File: src/rtl/demux_pkg.sv
// demux_pkg: shared widths, depths and pointer-width helper for the buffered demux
package demux_pkg;
  localparam int DATA_W = 32;
  localparam int FIFO_DEPTH = 2;
  function automatic int clog2(input int v);
    int r;
    r = 0;
    while ((1 << r) < v) r++;
    return r;
  endfunction
endpackage

File: src/rtl/demux_fifo.sv
// demux_fifo: synchronous FIFO with registered head output and cleared storage on reset
module demux_fifo
  import demux_pkg::*;
#(
  parameter int WIDTH = DATA_W,
  parameter int DEPTH = FIFO_DEPTH
) (
  input  logic             clk,
  input  logic             reset,
  input  logic             push,
  input  logic [WIDTH-1:0] push_d,
  input  logic             pop,
  output logic             valid,
  output logic [WIDTH-1:0] head_d,
  output logic             full
);
  localparam int AW = clog2(DEPTH);
  logic [WIDTH-1:0] mem [DEPTH];
  logic [AW-1:0]    wr_ptr, rd_ptr;
  logic [AW:0]      count;
  logic             do_push, do_pop;
  assign valid   = count != '0;
  assign full    = count == (AW+1)'(DEPTH);
  assign head_d  = mem[rd_ptr];
  assign do_push = push && !full;
  assign do_pop  = pop && valid;
  always_ff @(posedge clk) begin
    if (reset) begin
      wr_ptr <= '0;
      rd_ptr <= '0;
      count  <= '0;
      for (int i = 0; i < DEPTH; i++) mem[i] <= '0;
    end else begin
      if (do_push) begin
        mem[wr_ptr] <= push_d;
        wr_ptr      <= wr_ptr + 1'b1;
      end
      if (do_pop) rd_ptr <= rd_ptr + 1'b1;
      count <= count + {{AW{1'b0}}, do_push} - {{AW{1'b0}}, do_pop};
    end
  end
endmodule

File: src/rtl/demux2_buf.sv
// demux2_buf: steers one input word stream into two independently buffered output ports
module demux2_buf
  import demux_pkg::*;
#(
  parameter int WIDTH = DATA_W,
  parameter int DEPTH = FIFO_DEPTH
) (
  input  logic             clk,
  input  logic             reset,
  input  logic             in_valid,
  output logic             in_ready,
  input  logic [WIDTH-1:0] in_d,
  input  logic             in_s,
  output logic             out0_valid,
  input  logic             out0_ready,
  output logic [WIDTH-1:0] out0_d,
  output logic             out1_valid,
  input  logic             out1_ready,
  output logic [WIDTH-1:0] out1_d
);
  logic full0, full1, push0, push1;
  assign in_ready = in_s ? !full1 : !full0;
  assign push0    = in_valid && in_ready && !in_s;
  assign push1    = in_valid && in_ready && in_s;
  demux_fifo #(.WIDTH(WIDTH), .DEPTH(DEPTH)) u_fifo0 (
    .clk(clk), .reset(reset), .push(push0), .push_d(in_d), .pop(out0_ready),
    .valid(out0_valid), .head_d(out0_d), .full(full0)
  );
  demux_fifo #(.WIDTH(WIDTH), .DEPTH(DEPTH)) u_fifo1 (
    .clk(clk), .reset(reset), .push(push1), .push_d(in_d), .pop(out1_ready),
    .valid(out1_valid), .head_d(out1_d), .full(full1)
  );
endmodule

File: config.mk
export PLATFORM = sky130hd
export DESIGN_NAME = demux2_buf
export DESIGN_NICKNAME = d
export VERILOG_FILES = /design/src/rtl/demux_pkg.sv /design/src/rtl/demux_fifo.sv /design/src/rtl/demux2_buf.sv
export SDC_FILE = /design/constraint.sdc
export NUM_CORES = 1
export LEC_CHECK = 0
export ABC_AREA = 1
export BUFFER_PORTS_ARGS = -buffer_cell sky130_fd_sc_hd__buf_2
export CAP_MARGIN = 20
export CORE_UTILIZATION = 50
export CTS_CLUSTER_DIAMETER = 40
export DETAILED_ROUTE_END_ITERATION = 16
export PLACE_DENSITY = 0.73
export RECOVER_POWER = 100
export REMOVE_ABC_BUFFERS = 1
export SLEW_MARGIN = 20
export SYNTH_ARGS = -nofsm -noshare
export SYNTH_HDL_FRONTEND = slang
export SYNTH_SLANG_ARGS = --single-unit
File: constraint.sdc
create_clock -name clk -period 1.94 [get_ports clk]
set_input_delay 0.194 -clock clk [delete_from_list [all_inputs] [get_ports clk]]
set_output_delay 0.194 -clock clk [all_outputs]
set_load 0.1 [all_outputs]
==> key figures <==
Layout
  • ANT cells: 0
  • Fin nets: approximately 600
  • Layout cells sized above 1: 0.293
  • Non-filler cells, final: 719
  • Synth-to-layout area growth: 35.8%

Global route
  • GRT Total Usage: 0.225
  • First-pass GRT wire length: around 21000 um
  • Vias in the first global route: 4046
  • Largest net degree at the start of global routing: 34
  • Initial antenna violation count: 0
  • GR Overflow Total: 0

Clock network
  • H-tree levels: 4
  • Cts bufs inserted: 17
  • Worst-case clock buffer depth: 2
  • Later-pin clock latency in the skew report: approximately 0.4 ns
  • Post-CTS setup buffer count: 0
  • TritonCTS clock tree: done
  • TritonCTS sink count: between 100 and 150
  • Reg clk slew, reported paths: around 0.06 ns
  • Root Driver: clkbuf_16

STA
  • Final Setup Violations: 0
  • Actual slew at the worst max-slew pin: approximately 0.76 ns
  • Clock skew: 0.00769 ns
  • RSZ-0062 raised after global routing: no
  • FMAX: 533 MHz
  • Hold Fails Final Rpt: 0
  • Fin crit period: 1.88 ns
  • Rel. slew slack: 0.496
  • Setup TNS: 0 ns
  • Crit share post-route: 0.967
  • Max-slew violation count: 0

Synthesis
  • Cells after synthesis: roughly 450
  • Post-Syn Area per Cell: around 13 um2
  • Synth cell types: 23
  • Seq/Total Area, Yosys: 0.682
  • Ys Warns: 0
  • Netlist Area Pre-Place: between 5000 and 6000 um2
  • Synth Register Bits: 138

Power and ir drop
  • Pwr/cell area: around 1500 nW/um2
  • Clock share of power: 0.287
  • P_sw: 4.59 mW
  • Sw Share: 0.390
  • Flop pwr share: 0.310
  • Peak supply drop: 911 uV
  • Combinational Power Share: 0.403
  • Internal power: a little over 7 mW
  • Leakage Power: 3.45 nW

Placed design
  • Placed cell count: ~690
  • RD Place Congestion: ~0.73
  • I/O Buffers: ~100
  • Dpl hpwl: just over 8000 um

Setup path
  • CP required: approximately 1.8 ns
  • CP arrival: 1.68 ns
  • Crit path launch type: register
  • Worst setup EP type: output port
  • Critical path class: reg -> out
  • Worst Path Max Fanout: 12

Route
  • Router iterations before antenna repair: 4
  • WL/cell: 18.3 um
  • Antenna-violating nets left: 0
  • Drt total wl: ~13000 um
  • Vias per cell: about 5.2
  • Remaining DRCs: 0
  • Via count: 3766
  • Detailed Route Iter0 Violations: 172

Floorplanning
  • Die W: 111 um
  • Core Area: 11500 um2
  • Row cnt: 39
  • Initial Util: 0.517
  • Die Footprint: between 10000 and 15000 um2
  • DIE HEIGHT: between 100 and 150 um
  • # IOs: 105

Outcome
  • Outcome: complete, no violations

Hold path
  • Hold Path Class: in -> reg

Job
  • Max_cap viols: 0
cell families after synthesis:
family,share of synthesized area
AO/OA/AOI/OAI,0.00675
XOR/XNOR,0.00295
adder cells (fa/ha/maj),0.00633
buffers and inverters,0.0565
flip-flops,0.682
multiplexers,0.121
AND/OR/NAND/NOR,0.124
synthesized netlist by cell type, drive strengths merged:
master  number  area share
nor2       136        0.10
edfxtp     128        0.65
mux2        64        0.12
inv         47       0.030
nand2       22       0.015
buf         19       0.026
dfxtp       10       0.034
a21oi        5      0.0042
nand3        4      0.0084
ha           3      0.0063
o21ai        3      0.0025
clkbuf       2      0.0013
nand4        1      0.0011
xnor2        1      0.0015
xor2         1      0.0015
worst max-delay path, cell delays in order, from the launching register on:
cell and delay (ns):
dfxtp_4 0.45, buf_4 0.24, mux2_1 0.39, buf_12 0.19
state kept, by name (all words and copies together) (netlist names), named ones only:
name and count:
u_fifo1.rd_ptr 1, u_fifo0.mem 64, u_fifo1.wr_ptr 1, u_fifo1.mem 64, u_fifo0.rd_ptr 1, u_fifo0.wr_ptr 1
u_fifo0.count 2, u_fifo1.count 2
power groups by stage:
stage	Sequential, mW	Combinational (mW)	Clock [mW]
final	3.65	4.75	3.38
after global placement	3.69	4.80	0
after global routing	3.68	4.90	3.50
after CTS	3.66	4.89	3.40
after floorplan	3.75	3.13	0
after detailed placement	3.71	4.86	0
through the flow:
step           hold WS, ns  utilization  power (mW)  area [um2]  setup slack (ns)
2_1_floorplan        0.265            -        6.88        5770            -0.414
3_3_place_gp         0.392        0.657        8.49        7530             0.408
3_5_place_dp         0.398        0.657        8.57        7530             0.302
4_1_cts              0.122        0.712        11.9        8170            0.0500
5_1_grt              0.144        0.702        12.1        8050            0.0236
6_report             0.124        0.702        11.8        8050            0.0635
cell usage in the layout, fill, tap and decap left out, types with 2 or more instances in the layout:
cell	instances
nor2_1	128
edfxtp_1	128
buf_12	61
mux2_1	58
inv_1	46
buf_2	38
nand2_1	17
clkbuf_16	17
dfxtp_1	8
nor2_2	7
clkbuf_2	7
mux2_2	6
nand2_2	5
a21oi_1	5
clkbuf_4	5
bufinv_16	4
clkbuf_1	4
nand3_1	3
o21ai_0	3
ha_1	3
clkinvlp_4	3
clkinv_2	3
buf_6	3
clkinv_4	2
buf_4	2
repair_timing:
action                                 in CTS  in global routing
hold buffers                                1                  0
endpoints found under the hold margin       1                  0
setup endpoints to repair                  22                  0
gates resized for setup                     2                  0
final cells by class:
type,instances,area [um2]
Fill cell,806,3410
Timing Repair Buffer,119,1550
Clock inverter,12,175
Clock buffer,20,447
Inverter,47,176
Tap cell,143,179
Multi-Input combinational cell,240,1480
Sequential cell,138,4050
final timing paths:
| check | from | slack, ns | to | depth (start not counted) |
|---|---|---|---|---|
| worst max-delay path | register | 0.06 | out1_d[31] | 3 |
| worst min-delay path | in_d[23] | 0.12 | u_fifo0.mem[1][23] | 3 |
| worst max register to register | u_fifo0.count[0] | 0.14 | u_fifo0.mem[1][8] | 7 |
| worst min register to register | u_fifo0.rd_ptr | 0.49 | register | 2 |
routing by layer:
layer  wire (um)  share of wire  vias up  track usage
met2        6760           0.51      121        0.384
met3         623          0.047       27       0.0437
met4         296          0.022        0       0.0960
li1            -              -     1737            -
met5           0              0        -            0
met1        5490           0.42     1881        0.278
Power figures use the tool's default switching activity.
